==> config.mk <==
export PLATFORM = sky130hd
export DESIGN_NAME = glb_ld_dma_addr_gen_flat
export DESIGN_NICKNAME = d
export VERILOG_FILES = /design/src/rtl/global_buffer_pkg.sv /design/src/rtl/glb_ld_dma_addr_gen_if.sv /design/src/rtl/glb_loop_iter.sv /design/src/rtl/glb_ld_dma_addr_gen.sv /design/src/flat_wrapper.sv
export SDC_FILE = /design/constraint.sdc
export NUM_CORES = 1
export LEC_CHECK = 0
export ABC_AREA = 0
export ABC_CLOCK_PERIOD_IN_PS = 10400
export BUFFER_PORTS_ARGS = -buffer_cell sky130_fd_sc_hd__buf_4
export CAP_MARGIN = 20
export CORE_MARGIN = 2
export CORE_UTILIZATION = 53
export DETAILED_ROUTE_END_ITERATION = 8
export PLACE_DENSITY = 0.72
export SLEW_MARGIN = 20
export SYNTH_ARGS = -nofsm -noshare
export SYNTH_HDL_FRONTEND = slang
export SYNTH_SLANG_ARGS = --single-unit
==> constraint.sdc <==
create_clock -name clk -period 10.4 [get_ports clk]
set_clock_uncertainty 0.15 [all_clocks]
set_input_delay 2.08 -clock clk [delete_from_list [all_inputs] [get_ports clk]]
set_output_delay 2.08 -clock clk [all_outputs]
set_load 0.01 [all_outputs]
==> src/rtl/global_buffer_pkg.sv <==
// ---------------------------------------------------------------------------
// global_buffer_pkg
// Shared widths and packet types for the global buffer tile. The load-DMA
// address generator uses the header, loop control and read-request packets
// defined here, plus its own three-state FSM enum.
// Contents:
//   LOOP_LEVEL, GLB_ADDR_WIDTH, MAX_RANGE_WIDTH, MAX_STRIDE_WIDTH,
//   MAX_NUM_WORDS_WIDTH    widths shared across the tile
//   loop_ctrl_t            one loop level: range (iterations) and stride (16-bit words)
//   dma_ld_header_t        one load-DMA job as it sits in the header queue
//   rdrq_packet_t          read request towards the bank mux
//   ld_dma_state_e         IDLE / ACTIVE / INACTIVE
//   effRange()             maps a zero range to one so unused levels iterate once
// ---------------------------------------------------------------------------
package global_buffer_pkg;

  localparam int LOOP_LEVEL          = 4;
  localparam int GLB_ADDR_WIDTH      = 22;
  localparam int MAX_RANGE_WIDTH     = 21;
  localparam int MAX_STRIDE_WIDTH    = 11;
  localparam int MAX_NUM_WORDS_WIDTH = 21;

  localparam logic [MAX_RANGE_WIDTH-1:0] RANGE_ONE = 1;

  typedef struct packed {
    logic [MAX_RANGE_WIDTH-1:0]  rng;
    logic [MAX_STRIDE_WIDTH-1:0] stride;
  } loop_ctrl_t;

  typedef struct packed {
    logic                             valid;
    logic [GLB_ADDR_WIDTH-1:0]        start_addr;
    logic [MAX_NUM_WORDS_WIDTH-1:0]   num_active_words;
    logic [MAX_NUM_WORDS_WIDTH-1:0]   num_inactive_words;
    loop_ctrl_t [LOOP_LEVEL-1:0]      loop_ctrl;
  } dma_ld_header_t;

  typedef struct packed {
    logic                      rd_en;
    logic [GLB_ADDR_WIDTH-1:0] rd_addr;
  } rdrq_packet_t;

  typedef enum logic [1:0] {
    IDLE,
    ACTIVE,
    INACTIVE
  } ld_dma_state_e;

  // A range of zero means "level unused", which behaves exactly like a
  // single iteration, so every level can be walked uniformly.
  function automatic logic [MAX_RANGE_WIDTH-1:0] effRange(input logic [MAX_RANGE_WIDTH-1:0] r);
    if (r == '0) return RANGE_ONE;
    else         return r;
  endfunction

endpackage

==> src/rtl/glb_ld_dma_addr_gen_if.sv <==
// ---------------------------------------------------------------------------
// glb_ld_dma_addr_gen_if
// Bundles the load-DMA address generator's queue, stall and request signals.
//   ld_hdr        header at the head of the load queue (valid = available)
//   ld_hdr_pop    header consumed this cycle
//   rd_stall      downstream back-pressure
//   rdrq          read request (rd_en + byte address)
//   ld_done_pulse one-cycle pulse when a header has been fully issued
//   busy          generator is working on a header
// Modports: master = queue/bank side (drives header and stall),
//           slave  = the address generator.
// ---------------------------------------------------------------------------
interface glb_ld_dma_addr_gen_if;
  import global_buffer_pkg::*;

  dma_ld_header_t ld_hdr;
  logic           ld_hdr_pop;
  logic           rd_stall;
  rdrq_packet_t   rdrq;
  logic           ld_done_pulse;
  logic           busy;

  modport master (
    output ld_hdr,
    output rd_stall,
    input  ld_hdr_pop,
    input  rdrq,
    input  ld_done_pulse,
    input  busy
  );

  modport slave (
    input  ld_hdr,
    input  rd_stall,
    output ld_hdr_pop,
    output rdrq,
    output ld_done_pulse,
    output busy
  );

endinterface

==> src/rtl/glb_loop_iter.sv <==
// ---------------------------------------------------------------------------
// glb_loop_iter
// Generic nested-loop walker. Keeps an iterator and a running offset per
// level and steps them without multipliers: the lowest level that has not
// reached its end increments, and every level below it restarts at zero
// carrying that level's new offset.
// Ports:
//   clk, reset_n  clock, asynchronous active-low reset
//   i_clear       restart the walk (all itr/off to zero)
//   i_advance     step to the next point of the iteration space
//   i_range       effective range per level (must be >= 1)
//   i_stride      stride per level
//   o_last        the current point is the final one
//   o_offset      offset of the current point (level-0 offset)
// ---------------------------------------------------------------------------
module glb_loop_iter #(
  parameter int NUM_LEVELS   = 4,
  parameter int RANGE_WIDTH  = 21,
  parameter int STRIDE_WIDTH = 11,
  parameter int OFF_WIDTH    = 21
) (
  input  logic                                    clk,
  input  logic                                    reset_n,
  input  logic                                    i_clear,
  input  logic                                    i_advance,
  input  logic [NUM_LEVELS-1:0][RANGE_WIDTH-1:0]  i_range,
  input  logic [NUM_LEVELS-1:0][STRIDE_WIDTH-1:0] i_stride,
  output logic                                    o_last,
  output logic [OFF_WIDTH-1:0]                    o_offset
);

  localparam logic [RANGE_WIDTH-1:0] ITR_ONE = 1;

  logic [NUM_LEVELS-1:0][RANGE_WIDTH-1:0] r_itr;
  logic [NUM_LEVELS-1:0][OFF_WIDTH-1:0]   r_off;
  logic [NUM_LEVELS-1:0]                  w_isStep;
  logic [NUM_LEVELS-1:0]                  w_isBelow;
  logic [OFF_WIDTH-1:0]                   w_newOff;
  logic                                   w_found;

  // Scan from level 0 upward for the first level still short of its end.
  // Levels passed over on the way (all at their end) will wrap to zero,
  // and they inherit the stepping level's updated offset.
  always_comb begin
    w_found   = 1'b0;
    w_isStep  = '0;
    w_isBelow = '0;
    w_newOff  = '0;
    for (int i = 0; i < NUM_LEVELS; i++) begin
      if (!w_found) begin
        if (r_itr[i] == i_range[i] - ITR_ONE) begin
          w_isBelow[i] = 1'b1;
        end else begin
          w_found     = 1'b1;
          w_isStep[i] = 1'b1;
          w_newOff    = r_off[i] + {{(OFF_WIDTH-STRIDE_WIDTH){1'b0}}, i_stride[i]};
        end
      end
    end
  end

  assign o_last   = !w_found;
  assign o_offset = r_off[0];

  // Iterator/offset registers. Stepping past the final point leaves them
  // untouched; the owner restarts the walk with i_clear.
  always_ff @(posedge clk or negedge reset_n) begin
    if (!reset_n) begin
      r_itr <= '0;
      r_off <= '0;
    end else if (i_clear) begin
      r_itr <= '0;
      r_off <= '0;
    end else if (i_advance && w_found) begin
      for (int i = 0; i < NUM_LEVELS; i++) begin
        if (w_isStep[i]) begin
          r_itr[i] <= r_itr[i] + ITR_ONE;
          r_off[i] <= w_newOff;
        end else if (w_isBelow[i]) begin
          r_itr[i] <= '0;
          r_off[i] <= w_newOff;
        end
      end
    end
  end

endmodule

==> src/rtl/glb_ld_dma_addr_gen.sv <==
// ---------------------------------------------------------------------------
// glb_ld_dma_addr_gen
// Load-DMA address generator for one GLB tile. Pops a header from the load
// header queue, walks its nested loop space and issues one read request per
// CGRA word, optionally duty-cycling between active bursts and idle gaps,
// and pulses done once the header is fully issued.
// Widths come from global_buffer_pkg (LOOP_LEVEL, GLB_ADDR_WIDTH, ...).
// Ports:
//   clk      clock
//   reset_n  asynchronous active-low reset
//   dma_if   slave side of glb_ld_dma_addr_gen_if
//            (ld_hdr, ld_hdr_pop, rd_stall, rdrq, ld_done_pulse, busy)
// ---------------------------------------------------------------------------
module glb_ld_dma_addr_gen
  import global_buffer_pkg::*;
(
  input  logic                  clk,
  input  logic                  reset_n,
  glb_ld_dma_addr_gen_if.slave  dma_if
);

  localparam int OFF_WIDTH = GLB_ADDR_WIDTH - 1;
  localparam logic [MAX_NUM_WORDS_WIDTH-1:0] WORDS_ONE = 1;

  ld_dma_state_e                              r_state;
  ld_dma_state_e                              w_nextState;
  logic [GLB_ADDR_WIDTH-1:1]                  r_startWord;
  logic [MAX_NUM_WORDS_WIDTH-1:0]             r_numActive;
  logic [MAX_NUM_WORDS_WIDTH-1:0]             r_numInactive;
  loop_ctrl_t [LOOP_LEVEL-1:0]                r_loopCtrl;
  logic [MAX_NUM_WORDS_WIDTH-1:0]             r_activeCnt;
  logic [MAX_NUM_WORDS_WIDTH-1:0]             r_inactiveCnt;
  logic [GLB_ADDR_WIDTH-1:0]                  r_lastAddr;
  logic                                       r_done;

  logic                                       w_pop;
  logic                                       w_issue;
  logic                                       w_last;
  logic                                       w_dutyEn;
  logic [OFF_WIDTH-1:0]                       w_offset;
  logic [GLB_ADDR_WIDTH-1:0]                  w_issueAddr;
  logic [LOOP_LEVEL-1:0][MAX_RANGE_WIDTH-1:0] w_rng;
  logic [LOOP_LEVEL-1:0][MAX_STRIDE_WIDTH-1:0] w_stride;

  // Unused levels (range 0) are presented to the walker as range 1.
  always_comb begin
    w_rng    = '0;
    w_stride = '0;
    for (int i = 0; i < LOOP_LEVEL; i++) begin
      w_rng[i]    = effRange(r_loopCtrl[i].rng);
      w_stride[i] = r_loopCtrl[i].stride;
    end
  end

  glb_loop_iter #(
    .NUM_LEVELS   (LOOP_LEVEL),
    .RANGE_WIDTH  (MAX_RANGE_WIDTH),
    .STRIDE_WIDTH (MAX_STRIDE_WIDTH),
    .OFF_WIDTH    (OFF_WIDTH)
  ) u_loop_iter (
    .clk       (clk),
    .reset_n   (reset_n),
    .i_clear   (w_pop),
    .i_advance (w_issue),
    .i_range   (w_rng),
    .i_stride  (w_stride),
    .o_last    (w_last),
    .o_offset  (w_offset)
  );

  // Offsets count 16-bit words, so the byte address is the even-aligned
  // start plus twice the offset; the sum wraps at the address width.
  assign w_issueAddr = {r_startWord, 1'b0} + {w_offset, 1'b0};
  assign w_dutyEn    = (r_numActive != '0) && (r_numInactive != '0);

  // State register.
  always_ff @(posedge clk or negedge reset_n) begin
    if (!reset_n) r_state <= IDLE;
    else          r_state <= w_nextState;
  end

  // Next state plus the pop/issue strobes. A pop is held off during the
  // done cycle so back-to-back headers always see a one-cycle bubble.
  // When the final word also fills the active quota, finishing wins.
  always_comb begin
    w_nextState = r_state;
    w_pop       = 1'b0;
    w_issue     = 1'b0;
    case (r_state)
      IDLE: begin
        w_pop = dma_if.ld_hdr.valid && !r_done;
        if (w_pop) w_nextState = ACTIVE;
      end
      ACTIVE: begin
        if (!dma_if.rd_stall) begin
          w_issue = 1'b1;
          if (w_last)
            w_nextState = IDLE;
          else if (w_dutyEn && (r_activeCnt == r_numActive - WORDS_ONE))
            w_nextState = INACTIVE;
        end
      end
      INACTIVE: begin
        if (r_inactiveCnt == r_numInactive - WORDS_ONE) w_nextState = ACTIVE;
      end
      default: w_nextState = IDLE;
    endcase
  end

  // Header latch, duty-cycle counters, held address and the done pulse.
  // The inactive counter runs every cycle in INACTIVE, stall or not.
  always_ff @(posedge clk or negedge reset_n) begin
    if (!reset_n) begin
      r_startWord   <= '0;
      r_numActive   <= '0;
      r_numInactive <= '0;
      r_loopCtrl    <= '0;
      r_activeCnt   <= '0;
      r_inactiveCnt <= '0;
      r_lastAddr    <= '0;
      r_done        <= 1'b0;
    end else begin
      r_done <= w_issue && w_last;
      if (w_pop) begin
        r_startWord   <= dma_if.ld_hdr.start_addr[GLB_ADDR_WIDTH-1:1];
        r_numActive   <= dma_if.ld_hdr.num_active_words;
        r_numInactive <= dma_if.ld_hdr.num_inactive_words;
        r_loopCtrl    <= dma_if.ld_hdr.loop_ctrl;
        r_activeCnt   <= '0;
        r_inactiveCnt <= '0;
      end
      if (w_issue) begin
        r_lastAddr <= w_issueAddr;
        if (w_nextState == INACTIVE) r_activeCnt <= '0;
        else                         r_activeCnt <= r_activeCnt + WORDS_ONE;
      end
      if (r_state == INACTIVE) begin
        if (w_nextState == ACTIVE) r_inactiveCnt <= '0;
        else                       r_inactiveCnt <= r_inactiveCnt + WORDS_ONE;
      end
    end
  end

  assign dma_if.ld_hdr_pop    = w_pop;
  assign dma_if.rdrq.rd_en    = w_issue;
  assign dma_if.rdrq.rd_addr  = w_issue ? w_issueAddr : r_lastAddr;
  assign dma_if.ld_done_pulse = r_done;
  assign dma_if.busy          = (r_state != IDLE);

endmodule
==> src/flat_wrapper.sv <==
// flat-port wrapper written by rule: the top's interface ports become plain ports
module glb_ld_dma_addr_gen_flat import global_buffer_pkg::*;
  (clk, reset_n, dma_if_ld_hdr, dma_if_rd_stall, dma_if_ld_hdr_pop, dma_if_rdrq, dma_if_ld_done_pulse, dma_if_busy);
  glb_ld_dma_addr_gen_if dma_if_i ();
  input  logic clk;
  input  logic reset_n;
  input wire logic [$bits(dma_if_i.ld_hdr)-1:0] dma_if_ld_hdr;
  input wire logic [$bits(dma_if_i.rd_stall)-1:0] dma_if_rd_stall;
  output wire logic [$bits(dma_if_i.ld_hdr_pop)-1:0] dma_if_ld_hdr_pop;
  output wire logic [$bits(dma_if_i.rdrq)-1:0] dma_if_rdrq;
  output wire logic [$bits(dma_if_i.ld_done_pulse)-1:0] dma_if_ld_done_pulse;
  output wire logic [$bits(dma_if_i.busy)-1:0] dma_if_busy;
  assign dma_if_i.ld_hdr = dma_if_ld_hdr;
  assign dma_if_i.rd_stall = dma_if_rd_stall;
  assign dma_if_ld_hdr_pop = dma_if_i.ld_hdr_pop;
  assign dma_if_rdrq = dma_if_i.rdrq;
  assign dma_if_ld_done_pulse = dma_if_i.ld_done_pulse;
  assign dma_if_busy = dma_if_i.busy;
  glb_ld_dma_addr_gen u_core (.clk(clk), .reset_n(reset_n), .dma_if(dma_if_i));
endmodule
==> impl_results.md <==
- Outcome: completed
- Final instance count without filler cells: roughly 4.2k
- CTS Hold Bufs: 0
- Net Count, Synth: roughly 3.6k
- CTS buffer count: 50
- Placer Congestion: about 1
- Period utilisation layout: approximately 62%
- Final hold vios: 0
- Power per standard cell area: 276 nW/um2
- Initial antenna violation count: 1
- Least-Margin Pin Slew: approximately 1.1 ns
- Cell with the most instances on the worst path: o21ai_0
- Synth Area in Compound Gates: around 17%
- DP HPWL: 57500 um
- Die height: 232 um
- Final Max Tran Viols: 0
- Critical Path RT: between 10 and 15 ns
- Root Buffer Master: clkbuf_16
- Vias in the first global route: ~25k
- Final core utilization: 60.6%
- Clock sink total: roughly 430
- Mux contribution to synthesized area: less than 1%
- Worst Path Max Fanout: 12
- Main combinational cell family by area after synthesis: simple AND/OR/NAND/NOR gates
- Most common cell after layout, fill and taps aside: nand2_1
- Crit Path Class: reg2reg
- DRT Pass-1 Iters: 6
- Sequential area share after synthesis: between 30% and 40%
- DRT Wirelength: about 80000 um
- Async set-or-reset flop fraction in the synthesized netlist: 100%
- Synth Area in Simple Gates: 27.7%
- Post-synthesis xor/xnor area fraction: 8.28%
- First-pass GRT wire length: between 100000 and 150000 um
- Max-cap viol count: 0
- Routed WL per cell: roughly 19 um
- Longest Clk Path Bufs: 3
- Setup Buffers After CTS: 0
- Fmax achieved: around 0.15 GHz
- Slowest cell on the critical path: a211oi_1
- Family with the most delay on the worst path: simple AND/OR/NAND/NOR gates
- Synth Area in Adders: under 10%
- Flops & latches, synth: ~430
- Most frequent cells in the layout: 715 x nand2_1, 426 x dfrtp_1, 254 x o21ai_0
- Worst hold margin: roughly 0.33 ns
- H-tree depth: 2
- Fin crit period: ~6.5 ns
- Rows: 83
- Port Buffers: 220
- Synth Flop Type: dfrtp_1
- Post-CTS Resized: 0
- Initial Util: a little over half
- Vias per cell: between 6 and 7
- Total GRT Usage: about 29%
- 1st-iter DRT viols: between 1.5k and 2k
- Synth Instances: around 3.4k
- DRC Markers: 0
- Yosys synthesis warning count: 0
- Die width: 232 um
- CTS tree: built
- Fraction of layout cells with a size suffix above 1: around 11%
- Detailed-route via count: between 20k and 30k
- DP Area: 29500 um2
- Arr. time, crit path: approximately 6.8 ns
- Core ar.: roughly 50000 um2
- Pin count of the biggest net entering global routing: between 100 and 150
- Rel. slew slack: between 20 and 30%
- Number of synthesized flops with an enable pin: 0
- Worst-path cell chain: nor4_2, and3_1, a21oi_1, ha_1, or4b_1, nor2_1, xnor2_1, nand4b_1, a2111oi_0, nand4_1, nand2_1, o21ai_0, a211oi_1, o21ai_0
- Synth cell types: 98
- Antenna Violating Nets Remaining: 0
- Worst-Skew Late Latency: about 0.59 ns
- Peak VDD IR: 0.149 mV
- Setup TNS: 0 ns
- Mapped Avg Cell Area: roughly 8 um2
- Design area: around 31000 um2
- CP Capture Type: flop
- Worst hold path class: reg2reg
- WP buf/inv: 0
- Num ports: 222
- Placed Cells: 4093
- LEAKAGE: approximately 0.014 uW
- Area Growth Syn to Fin: 12.9%
- Crit path launch type: flop
- RSZ-0062 raised after global routing: no
- Crit path largest cell delay: approximately 0.9 ns
- Setup violators final: 0
- Die ar.: between 50000 and 60000 um2
- CTS clk-pin slew, worst paths: ~0.06 ns
- Final nets: between 3k and 4k
- Cell Area, Synth: 27600 um2
- Total global routing overflow: 0
==> worst register-to-register path: stages, from the launching register on <==
cell and delay, ns:
dfrtp_1 0.50, nor4_2 0.48, and3_1 0.46, a21oi_1 0.14, ha_1 0.28, or4b_1 0.30, nor2_1 0.08, xnor2_1 0.15
nand4b_1 0.15, a2111oi_0 0.60, nand4_1 0.83, nand2_1 0.79, o21ai_0 0.34, a211oi_1 0.90, o21ai_0 0.18
==> per-layer routing <==
metal | GRT usage (%) | wire, um | vias to the layer above
li1 | - | - | 12187
met5 | 0 | 0 | -
met1 | 38.9 | 34400 | 12426
met4 | 9.68 | 2280 | 0
met3 | 3.75 | 4780 | 167
met2 | 49.2 | 38400 | 852
==> Yosys cell counts, drive strengths merged, types with 7 or more instances <==
cell type,instances,area share [%]
nor2,226,3.1
a2111oi,11,0.42
a21oi,153,2.8
or4,31,0.88
a311oi,11,0.37
or2,16,0.36
xor2,123,3.9
mux2i,11,0.40
a31oi,21,0.48
nand2b,25,0.57
nand4b,18,0.57
inv,66,0.90
o32ai,12,0.38
o21ai,275,5.0
nor2b,30,0.68
o2111ai,17,0.54
buf,53,1.0
o22ai,17,0.39
nand3,112,2.0
clkbuf,142,1.9
nand2,717,9.8
a21o,33,0.90
nor3,101,1.9
o211ai,27,0.73
a211oi,41,1.2
o31ai,32,0.87
nor4,58,1.6
dfrtp,426,39
or3,37,0.84
or3b,8,0.25
o31a,7,0.22
nor3b,20,0.54
o21a,8,0.22
xnor2,138,4.4
and2,17,0.39
nand4,55,1.3
and4,18,0.57
and3,61,1.4
nand3b,11,0.30
ha,77,3.5
==> cell type report <==
type / count / area (um2)
tap: 680 / 851
timing repair buffer: 240 / 1830
fill: 4519 / 20300
antenna: 2 / 5.00
inverter: 66 / 255
multi-input combinational: 2682 / 15900
sequential: 426 / 10700
clock inverter: 19 / 193
clock buffer: 71 / 1450
==> state kept, by name, indices dropped and copies added, names as in the netlist <==
register / cells
u_core.r_inactiveCnt: 21
u_core.u_loop_iter.r_off: 63
u_core.r_numActive: 21
u_core.r_numInactive: 21
u_core.r_activeCnt: 21
u_core.r_lastAddr: 22
u_core.r_state: 2
u_core.r_loopCtrl: 128
u_core.u_loop_iter.r_itr: 84
u_core.u_loop_iter.o_offset: 21
u_core.dma_if.ld_done_pulse: 1
u_core.r_startWord: 21
==> power breakdown <==
group | internal, uW | switching, uW | total (uW)
clock | 1040 | 725 | 1770
sequential | 2180 | 750 | 2930
combinational | 1570 | 2320 | 3890
==> path summary, 6_finish.rpt <==
| check | from | endpoint | slack, ns | cells after the start |
|---|---|---|---|---|
| worst max-delay path | u_core.r_loopCtrl[46] | u_core.u_loop_iter.r_off[28] | 3.91 | 14 |
| worst min-delay path | u_core.r_lastAddr[6] | u_core.r_lastAddr[6] | 0.33 | 2 |
| worst max register to register | u_core.r_loopCtrl[46] | u_core.u_loop_iter.r_off[28] | 3.91 | 14 |
| worst min register to register | u_core.r_lastAddr[6] | u_core.r_lastAddr[6] | 0.33 | 2 |
| max in group asynchronous | reset_n | u_core.r_inactiveCnt[17] | 6.58 | 3 |
| min in group asynchronous | reset_n | u_core.r_numInactive[20] | 1.28 | 1 |
==> cell families after synthesis <==
family | after synthesis
adders and majority gates | 82
xor gates and xnor gates | 261
and+or+nand+nor | 1581
muxes | 13
DFF | 426
buffers and inverters | 261
AOI/OAI and AO/OA | 745
==> metrics by stage <==
stage / setup slack (ns) / total power, uW
6_report: 3.91 / 8580
2_1_floorplan: 4.56 / 5530
4_1_cts: 4.08 / 8550
3_3_place_gp: 4.20 / 6590
5_1_grt: 3.63 / 9180
3_5_place_dp: 4.21 / 6740
(Power assumes the default switching activity.)
